==> src/rtl/an_sec_decoder_serial.sv <==
// Serial single-error-correcting decoder for AN arithmetic codes.
// Computes the codeword residue mod A bit-serially, then searches the +/-2^k residues for the error.
module an_sec_decoder_serial #(
    parameter int unsigned A    = 67,
    parameter int unsigned N    = 34,
    parameter int unsigned KMAX = 33,
    parameter int unsigned RW   = $clog2(A),
    parameter int unsigned PW   = (KMAX > 1) ? $clog2(KMAX) : 1
) (
    input  logic          clk,
    input  logic          rst,
    input  logic          in_valid,
    output logic          in_ready,
    input  logic [N-1:0]  in_cw,
    output logic          out_valid,
    input  logic          out_ready,
    output logic [N-1:0]  out_data,
    output logic [N:0]    out_awe,
    output logic [PW-1:0] out_pos,
    output logic [RW-1:0] out_rem,
    output logic          out_corr,
    output logic          out_uncorr
);

    localparam int unsigned IW    = (N > 1) ? $clog2(N) : 1;
    localparam logic [RW:0] A_EXT = (RW+1)'(A);

    typedef enum logic [1:0] {IDLE, REM, SEARCH, DONE} state_t;

    state_t        state;
    logic [N-1:0]  cw;
    logic [RW-1:0] rem;
    logic [RW-1:0] s;
    logic [IW-1:0] idx;
    logic [PW-1:0] k;

    logic [RW:0]   rem_dbl;
    logic [RW:0]   s_dbl;
    logic [RW:0]   s_neg;
    logic [RW-1:0] rem_nxt;
    logic [RW-1:0] s_nxt;
    logic [N:0]    awe_pos;
    logic [N:0]    awe_neg;

    // Doubling steps stay below 2A, so one conditional subtract reduces them.
    assign rem_dbl = {rem, cw[idx]};
    assign rem_nxt = (rem_dbl >= A_EXT) ? RW'(rem_dbl - A_EXT) : RW'(rem_dbl);
    assign s_dbl   = {s, 1'b0};
    assign s_nxt   = (s_dbl >= A_EXT) ? RW'(s_dbl - A_EXT) : RW'(s_dbl);
    assign s_neg   = A_EXT - {1'b0, s};
    assign awe_pos = (N+1)'(1) << k;
    assign awe_neg = (N+1)'(0) - awe_pos;

    always_ff @(posedge clk or posedge rst) begin
        if (rst) begin
            state      <= IDLE;
            in_ready   <= 1'b1;
            out_valid  <= 1'b0;
            out_data   <= '0;
            out_awe    <= '0;
            out_pos    <= '0;
            out_rem    <= '0;
            out_corr   <= 1'b0;
            out_uncorr <= 1'b0;
            cw         <= '0;
            rem        <= '0;
            s          <= '0;
            idx        <= '0;
            k          <= '0;
        end else begin
            case (state)
                IDLE: begin
                    if (in_valid) begin
                        cw       <= in_cw;
                        rem      <= '0;
                        idx      <= IW'(N - 1);
                        in_ready <= 1'b0;
                        state    <= REM;
                    end
                end
                REM: begin
                    rem <= rem_nxt;
                    idx <= idx - IW'(1);
                    if (idx == '0) begin
                        if (rem_nxt == '0) begin
                            out_data   <= cw;
                            out_awe    <= '0;
                            out_pos    <= '0;
                            out_rem    <= rem_nxt;
                            out_corr   <= 1'b0;
                            out_uncorr <= 1'b0;
                            out_valid  <= 1'b1;
                            state      <= DONE;
                        end else begin
                            s     <= RW'(1);
                            k     <= '0;
                            state <= SEARCH;
                        end
                    end
                end
                SEARCH: begin
                    // Lowest k wins; the + form is checked before the - form.
                    if (rem == s) begin
                        out_data   <= cw - awe_pos[N-1:0];
                        out_awe    <= awe_pos;
                        out_pos    <= k;
                        out_rem    <= rem;
                        out_corr   <= 1'b1;
                        out_uncorr <= 1'b0;
                        out_valid  <= 1'b1;
                        state      <= DONE;
                    end else if ({1'b0, rem} == s_neg) begin
                        out_data   <= cw - awe_neg[N-1:0];
                        out_awe    <= awe_neg;
                        out_pos    <= k;
                        out_rem    <= rem;
                        out_corr   <= 1'b1;
                        out_uncorr <= 1'b0;
                        out_valid  <= 1'b1;
                        state      <= DONE;
                    end else if (k == PW'(KMAX - 1)) begin
                        out_data   <= cw;
                        out_awe    <= '0;
                        out_pos    <= '0;
                        out_rem    <= rem;
                        out_corr   <= 1'b0;
                        out_uncorr <= 1'b1;
                        out_valid  <= 1'b1;
                        state      <= DONE;
                    end else begin
                        s <= s_nxt;
                        k <= k + PW'(1);
                    end
                end
                DONE: begin
                    if (out_ready) begin
                        out_valid <= 1'b0;
                        in_ready  <= 1'b1;
                        state     <= IDLE;
                    end
                end
                default: state <= IDLE;
            endcase
        end
    end

endmodule

==> config.mk <==
export PLATFORM = sky130hd
export DESIGN_NAME = an_sec_decoder_serial
export DESIGN_NICKNAME = d
export VERILOG_FILES = /design/src/rtl/an_sec_decoder_serial.sv
export SDC_FILE = /design/constraint.sdc
export NUM_CORES = 1
export LEC_CHECK = 0
export BUFFER_PORTS_ARGS = -buffer_cell sky130_fd_sc_hd__buf_4
export CAP_MARGIN = 10
export CELL_PAD_IN_SITES_DETAIL_PLACEMENT = 0
export CELL_PAD_IN_SITES_GLOBAL_PLACEMENT = 1
export CORE_AREA = 2 2 166 168
export DETAILED_ROUTE_END_ITERATION = 7
export DIE_AREA = 0 0 168 170
export GPL_ROUTABILITY_DRIVEN = 0
export MAX_ROUTING_LAYER = met4
export PLACE_DENSITY = 0.84
export SETUP_SLACK_MARGIN = 0.2
export SYNTH_ARGS = -nofsm -noshare
export SYNTH_HDL_FRONTEND = slang
export SYNTH_SLANG_ARGS = --single-unit
==> constraint.sdc <==
create_clock -name clk -period 6.25 [get_ports clk]
set_clock_uncertainty 0.15 [all_clocks]
set_input_delay 0.625 -clock clk [delete_from_list [all_inputs] [get_ports clk]]
set_output_delay 0.625 -clock clk [all_outputs]
set_load 0.01 [all_outputs]
==> summary.txt, run 1 <==
Logic synthesis
  • Synthesized area: 12100 um^2
  • Mean Syn Cell Area: 8.39 um^2
  • Synth Net Count: 1566
  • Most used DFF post-synth: dfrtp_1
  • Syn Inst Count: 1445
  • EDFF count, synth: 0
  • Distinct cell type count after synthesis: 87
  • Top-area cell type share of the netlist area: 30.4%
  • Sequential-to-total area share from yosys stat: 30.6%
  • YS warnings: 0
  • Yosys top cell by area: dfrtp_1
  • Flops & latches, synth: 148
  • Synth top area cells: dfrtp_1 (30%), ha_1 (8.4%), nand2_1 (6.7%), o21ai_0 (5.0%), mux2_2 (4.1%)
  • Async SR Flop Fraction: 100%

Layout
  • Area grow syn2layout: 15.2%
  • Share of layout cells above drive strength 1: 16.8%
  • Most common library cell in the layout ignoring fill and taps: nand2_1
  • Antenna cells: 0
  • Finished Core Util: 52.4%
  • Fill cell count: 2528
  • Final Net Count: 1652
  • Most frequent cells in the layout: nand2_1 (217), buf_4 (152), dfrtp_1 (145)
  • Fin area: 14000 um^2

CTS
  • TritonCTS clock tree: done
  • Inserted Clock Buffers: 17
  • H-tree depth: 4
  • Clock transition at path regs: 0.07 ns
  • CTS max path bufs: 2
  • Clk sinks: 148
  • Root buffer cell: clkbuf_16
  • Worst-Skew Late Latency: 0.45 ns

STA
  • Post-route minimum period: 5.76 ns
  • RSZ-0062 raised after global routing: false
  • Final Hold Vio Count: 0
  • Crit share post-route: 92.2%
  • Setup violations, final: 0
  • Slew Viols, Final: 0
  • Hold Slack: 0.192 ns
  • Max Freq: 0.173 GHz
  • Relative slew slack: 28.1%
  • Worst-margin pin slew: 1.07 ns
  • Setup TNS: 0 ns

Routing
  • Vias: 11.5k
  • Iter 0 DRT Violations: 1162
  • DR WL/cell: 20.2 um
  • Final Routed Wirelength: 38.0 mm
  • Residual DRC: 0
  • Vias per Instance: 6.11
  • Number of routed nets with antenna violations: 0
  • Pre-Repair DR Iteration Count: 5

Setup path
  • Crit path max fanout: 8
  • CP Launch Type: flip-flop
  • Crit end category: flip-flop
  • WP data required: 6.45 ns
  • WS Path Type: reg2reg
  • WP data arrival: 5.96 ns

Global route
  • Remaining global-route overflow: 0
  • Vias in the first global route: 11.0k
  • Largest net degree at the start of global routing: 91
  • GRT Util Overall: 27.5%
  • First-pass GRT wire length: 60.5 mm
  • Antenna violations before repair: 0

Floorplan
  • Core ar.: 26700 um^2
  • # rows: 60
  • Die Area: 28600 um^2
  • Initial core utilization: 45.5%
  • Top Ports: 124
  • Die H: 170 um
  • Die width: 168 um

Placed design
  • I/O Buffers: 123
  • Dpl hpwl: 28.2 mm
  • Placed Area: 13300 um^2

Run status
  • Status: complete, no violations

Run
  • MaxCap Viol Count: 0

Worst hold path
  • Hold/Removal Path Class: in2async
## metrics by stage
| step | setup WS, ns | instances |
|---|---|---|
| after floorplan | 0.612 | 1445 |
| after global placement | 0.552 | 1851 |
| after detailed placement | 0.412 | 1851 |
| after CTS | 0.357 | 1883 |
| after global routing | 0.181 | 1885 |
| final | 0.486 | 1885 |
## cell type report
cell class,instances,area [um^2],share of cell area (%)
clock buffers,21,460,3.30
clock inverters,11,116,0.834
inverters,41,159,1.14
multi-input cells,1170,7930,56.8
flip-flops and latches,148,3710,26.6
well taps,341,427,3.06
repair buffers,153,1160,8.32
## final timing paths
check                             from            to  slack, ns  depth (start not counted)
max                               k[0]  out_data[33]       0.49                         23
min                                rst  out_data[28]       0.19                          2
max reg2reg                       k[0]  out_data[33]       0.49                         23
min reg2reg                out_awe[25]   out_awe[25]       0.33                          2
max in group asynchronous          rst   out_awe[23]       4.41                          3
min in group clk             in_cw[13]        cw[13]       0.26                          2
## worst max-delay path, stage by stage, from the launching register on
cell and delay (ns):
dfrtp_2 0.43, inv_1 0.08, ha_1 0.22, nor3b_1 0.17, and2_1 0.24, inv_1 0.07, ha_1 0.19, inv_1 0.09
a221oi_4 0.23, nand4_2 0.23, or3b_1 0.48, nor3_4 0.25, mux2_1 0.35, a22o_1 0.22, ha_1 0.36, a21o_1 0.21
a21o_1 0.17, a21oi_1 0.19, a211oi_1 0.12, a2111oi_2 0.34, o31ai_1 0.16, mux2i_1 0.16, o31a_1 0.29, a311oi_1 0.24
## repair_timing
item / CTS / global route
endpoints found under the hold margin: 0 / 0
resized for setup: 0 / 5
hold buffers: 0 / 0
setup endpoints to repair: 0 / 2
buffers inserted: 0 / 2
## cell usage after synthesis (all sizes together), types with 9 or more instances
master,n
a211oi,9
a21o,35
a21oi,84
a22o,17
a22oi,18
a31oi,16
and2,9
and3,14
buf,28
clkbuf,58
dfrtp,147
ha,81
inv,41
mux2,46
mux2i,16
nand2,218
nand2b,25
nand3,40
nand4,10
nor2,79
nor2b,12
nor3,23
nor3b,12
o211ai,11
o21ai,131
o22ai,49
o31ai,14
xnor2,45
xor2,46
## cells by family (layout without fill, tap and decap cells)
group	count (synthesis)	count (layout)	share of synthesized area [%]
XOR/XNOR	91	91	6.58
AO/OA/AOI/OAI	460	460	25.0
flip-flops	148	148	30.6
AND/OR/NAND/NOR	469	469	18.1
buffers and inverters	127	226	4.45
adder cells (fa/ha/maj)	83	83	8.69
multiplexers	67	67	6.65
## registers in the layout, summed over array words and instances, names as in the netlist, 2 cells and up
signal and flops:
out_rem 7, out_pos 6, idx 6, out_data 34
rem 7, s 7, state 2, cw 34
out_awe 35, k 6
## metal layers
metal / routed length (um) / track usage, %
met1: 17100 / 36.9
met2: 17400 / 42.5
met3: 2470 / 4.37
met5: 0 / -
met4: 1130 / 9.38
Power of run 1 is not shown: default switching activity piles up to over one toggle a cycle in this logic, so the estimate is an artifact.
==> inputs of run 2 (changes only) <==
==> constraint.sdc (replaced) <==
create_clock -name clk -period 6.25 [get_ports clk]
set_clock_uncertainty 0.15 [all_clocks]
set_input_delay 1.25 -clock clk [delete_from_list [all_inputs] [get_ports clk]]
set_output_delay 1.25 -clock clk [all_outputs]
set_load 0.01 [all_outputs]
==> summary.txt, run 2 (synthesis results as in run 1) <==
STA
  • Post-route minimum period: 5.81 ns
  • Setup violations, final: 0
  • Worst Slack Setup Final: 0.445 ns
  • RSZ-0062 raised after global routing: false
  • Slew Viols, Final: 0
  • Relative slew slack: 28.6%
  • Crit share post-route: 92.9%
  • Setup TNS: 0 ns
  • Worst-margin pin slew: 1.06 ns
  • Final Hold Vio Count: 0
  • Max Freq: 0.172 GHz

Routing
  • Vias: 11.5k
  • Final Routed Wirelength: 37.7 mm
  • Number of routed nets with antenna violations: 0
  • Residual DRC: 0
  • Pre-Repair DR Iteration Count: 5
  • Iter 0 DRT Violations: 1221
  • Vias per Instance: 6.12
  • DR WL/cell: 20.0 um

CTS
  • Clk sinks: 148
  • H-tree depth: 4
  • Clock transition at path regs: 0.07 ns
  • CTS max path bufs: 2
  • Inserted Clock Buffers: 17
  • Root buffer cell: clkbuf_16
  • TritonCTS clock tree: done
  • Hold-fix buffers at CTS: 0
  • Worst-Skew Late Latency: 0.43 ns

Floorplan
  • Initial core utilization: 45.5%
  • Top Ports: 124
  • Die width: 168 um
  • Die H: 170 um
  • # rows: 60
  • Die Area: 28600 um^2
  • Core ar.: 26700 um^2

Layout
  • Share of layout cells above drive strength 1: 16.8%
  • Biggest register: out_awe
  • Cell Count, Final, Fillers Out: 1886
  • Most common library cell in the layout ignoring fill and taps: nand2_1
  • Most frequent cells in the layout: nand2_1 (217), buf_4 (153), dfrtp_1 (145)
  • Fin area: 13900 um^2
  • Area grow syn2layout: 14.8%
  • Biggest regs: out_awe (35), cw (34), out_data (34)
  • Antenna cells: 0
  • Max FFs per register: 35
  • Final Net Count: 1653

Setup path
  • Crit path max fanout: 8
  • WP data arrival: 5.98 ns
  • Crit end category: flip-flop
  • CP Launch Type: flip-flop
  • WS Path Type: reg2reg
  • WP data required: 6.42 ns

Run
  • MaxCap Viol Count: 0

Global route
  • Remaining global-route overflow: 0
  • Antenna violations before repair: 0
  • GRT Util Overall: 27.1%
  • First-pass GRT wire length: 60.0 mm
  • Largest net degree at the start of global routing: 91
  • Vias in the first global route: 11.0k

Placed design
  • I/O Buffers: 123
  • Dpl hpwl: 28.1 mm
  • Setup Slack @ Placement: 0.355 ns
  • Placed cell count: 1851
  • Placed Area: 13300 um^2

Run status
  • Status: complete, no violations

Worst hold path
  • Hold/Removal Path Class: reg2reg
[run 2: routing by layer]
metal	part of all wire, %	GRT usage, %	vias to the layer above
li1	-	-	5469
met1	45	36.3	5502
met2	46	41.8	490
met3	6.6	4.07	81
met4	3.0	10.1	0
met5	0	-	-
[run 2: cell type report]
cell class,instances,area [um^2]
clock buffers,20,437
well taps,341,427
fillers,2495,12700
flip-flops and latches,148,3710
clock inverters,12,100
multi-input cells,1170,7920
repair buffers,154,1170
inverters,41,159
[run 2: final timing paths]
check / slack (ns) / to / cells after the start / start
setup / recovery: 0.44 / out_data[33] / 23 / k[0]
hold / removal: 0.33 / out_data[18] / 2 / out_data[18]
setup reg to reg: 0.44 / out_data[33] / 23 / k[0]
hold reg to reg: 0.33 / out_data[18] / 2 / out_data[18]
max in group asynchronous: 3.77 / out_data[11] / 3 / rst
min in group asynchronous: 0.82 / out_awe[27] / 2 / rst
[run 2: worst max-delay path: stages, from the launching register on]
cell and delay [ns]:
dfrtp_2 0.43, inv_1 0.08, ha_1 0.22, nor3b_1 0.18, and2_1 0.24, inv_1 0.07, ha_1 0.19, inv_1 0.06
a221oi_2 0.25, nand4_2 0.19, or3b_1 0.47, nor3_4 0.30, mux2_1 0.35, a22o_1 0.21, ha_1 0.37, a21o_1 0.20
a21o_1 0.16, a21oi_1 0.20, a211oi_1 0.12, a2111oi_2 0.35, o31ai_1 0.18, mux2i_1 0.17, o31a_1 0.30, a311oi_1 0.25
[run 2: through the flow]
stage,util [%],hold slack [ns]
6_report,52.2,0.332
5_1_grt,52.2,0.355
4_1_cts,52.1,0.336
3_5_place_dp,50.1,0.319
3_3_place_gp,50.1,0.313
2_1_floorplan,-,0.318
[run 2: timing repair]
item,4_1_cts,5_1_grt
buffers inserted,0,3
setup endpoints to repair,0,1
resized for setup,0,4
Power of run 2 is left out for the same reason.
==> inputs of run 3 (changes only) <==
CORE_AREA = 2 2 178 180   (was 2 2 166 168)
DIE_AREA = 0 0 180 182   (was 0 0 168 170)
PLACE_DENSITY = 0.75   (was 0.84)
==> summary.txt, run 3 (synthesis results as in run 1) <==
STA
  • Post-route minimum period: 5.72 ns
  • Crit share post-route: 91.4%
  • Worst-margin pin slew: 1.06 ns
  • Setup violations, final: 0
  • Relative slew slack: 28.6%
  • Slew Viols, Final: 0
  • RSZ-0062 raised after global routing: false
  • Final Hold Vio Count: 0
  • Setup TNS: 0 ns
  • Max Freq: 0.175 GHz

Setup path
  • WP data arrival: 5.92 ns
  • CP Launch Type: flip-flop
  • End of the critical path: out_data[33]
  • Crit path from: k[0]
  • FF-to-FF End: out_data[33]
  • WS Path Type: reg2reg
  • Crit path max fanout: 8
  • Register-to-register setup slack: 0.53 ns
  • Worst R2R Path Depth: 23
  • CP max-delay cell: or3b_1
  • Worst r2r src: k[0]
  • Worst-path cell chain: inv_1 -> ha_1 -> nor3b_1 -> and2_1 -> inv_1 -> ha_1 -> inv_1 -> a221oi_4 -> nand4_2 -> or3b_1 -> nor3_4 -> mux2_1 -> a22o_1 -> ha_1 -> a21o_1 -> a21o_1 -> a21oi_1 -> a211oi_1 -> a2111oi_1 -> o31ai_1 -> mux2i_1 -> o31a_1 -> a311oi_1
  • Largest stage delay, worst path: 0.46 ns
  • WP data required: 6.46 ns
  • Crit end category: flip-flop

Global route
  • Antenna violations before repair: 0
  • Largest net degree at the start of global routing: 79
  • First-pass GRT wire length: 60.4 mm
  • Vias in the first global route: 10.8k
  • GRT Util Overall: 24.0%
  • Remaining global-route overflow: 0

CTS
  • Clock transition at path regs: 0.07 ns
  • Clk sinks: 148
  • Worst-Skew Late Latency: 0.45 ns
  • CTS max path bufs: 2
  • TritonCTS clock tree: done
  • Hold-fix buffers at CTS: 0
  • Inserted Clock Buffers: 17
  • H-tree depth: 4
  • Root buffer cell: clkbuf_16

Layout
  • Antenna cells: 0
  • Area grow syn2layout: 16.2%
  • Most common library cell in the layout ignoring fill and taps: nand2_1
  • Max FFs per register: 35
  • Most frequent cells in the layout: nand2_1 (217), buf_4 (154), dfrtp_1 (145)
  • Share of layout cells above drive strength 1: 16.9%
  • Biggest regs: out_awe (35), cw (34), out_data (34)
  • Final Net Count: 1654
  • Cell Count, Final, Fillers Out: 1948
  • Fill cell count: 3074
  • Biggest register: out_awe

Floorplan
  • Top Ports: 124
  • # rows: 65
  • Die Area: 32800 um^2
  • Initial core utilization: 39.1%
  • Die H: 182 um
  • Die width: 180 um
  • Core ar.: 31000 um^2

Run status
  • Status: complete, no violations

Run
  • MaxCap Viol Count: 0

Placed design
  • Placed cell count: 1913
  • I/O Buffers: 123
  • Dpl hpwl: 29.1 mm

Routing
  • Vias: 11.3k
  • Iter 0 DRT Violations: 1097
  • Number of routed nets with antenna violations: 0
  • Pre-Repair DR Iteration Count: 5
  • Final Routed Wirelength: 38.5 mm
  • Vias per Instance: 5.80
  • Residual DRC: 0
  • DR WL/cell: 19.7 um

Worst hold path
  • Hold/Removal Path Class: reg2reg
==> run 3: repair_timing <==
item / CTS / global route
buffers inserted: 0 / 3
setup endpoints to repair: 0 / 2
gates resized for setup: 0 / 4
==> run 3: final cells by class <==
class | count | area [um^2] | area share [%]
Multi-Input combinational cell | 1170 | 7920 | 56.3
Sequential cell | 148 | 3710 | 26.3
Timing Repair Buffer | 155 | 1180 | 8.36
Tap cell | 402 | 503 | 3.57
Clock buffer | 19 | 433 | 3.08
Clock inverter | 13 | 174 | 1.24
Inverter | 41 | 159 | 1.13
==> run 3: worst min-delay path by stage <==
stage	slack, ns	start	cells past startpoint	to
6_report	0.33	out_awe[31]	2	out_awe[31]
5_1_grt	0.35	out_awe[18]	2	out_awe[18]
4_1_cts	0.34	out_awe[31]	2	out_awe[31]
3_5_place_dp	0.32	out_awe[31]	2	out_awe[31]
3_3_place_gp	0.31	out_awe[20]	2	out_awe[20]
2_1_floorplan	0.32	cw[33]	1	out_data[33]
==> run 3: metrics by stage <==
stage                     hold WS (ns)  cell area [um^2]  worst slack, ns  utilization (%)
after floorplan                  0.318             12100            0.612                -
after global placement           0.314             13400            0.517             43.3
after detailed placement         0.321             13400            0.346             43.3
after CTS                        0.337             14000            0.305             45.3
after global routing             0.353             14100            0.209             45.4
final                            0.329             14100            0.534             45.4
==> run 3: worst max-delay path, delay by kind of cell (launching register included) <==
family | cells | cell delay, ns
AO/OA/AOI/OAI | 10 | 2.15
flip-flops | 1 | 0.43
multiplexers | 2 | 0.52
adder cells (fa/ha/maj) | 3 | 0.78
AND/OR/NAND/NOR | 5 | 1.34
buffers and inverters | 3 | 0.26
==> run 3: routing by layer <==
layer	vias up	wire (um)	global-route usage, %
met5	-	0	-
met4	0	813	7.51
met3	49	1960	4.07
met2	341	17500	36.6
met1	5414	18200	32.5
li1	5485	-	-
Power of run 3 is left out for the same reason.
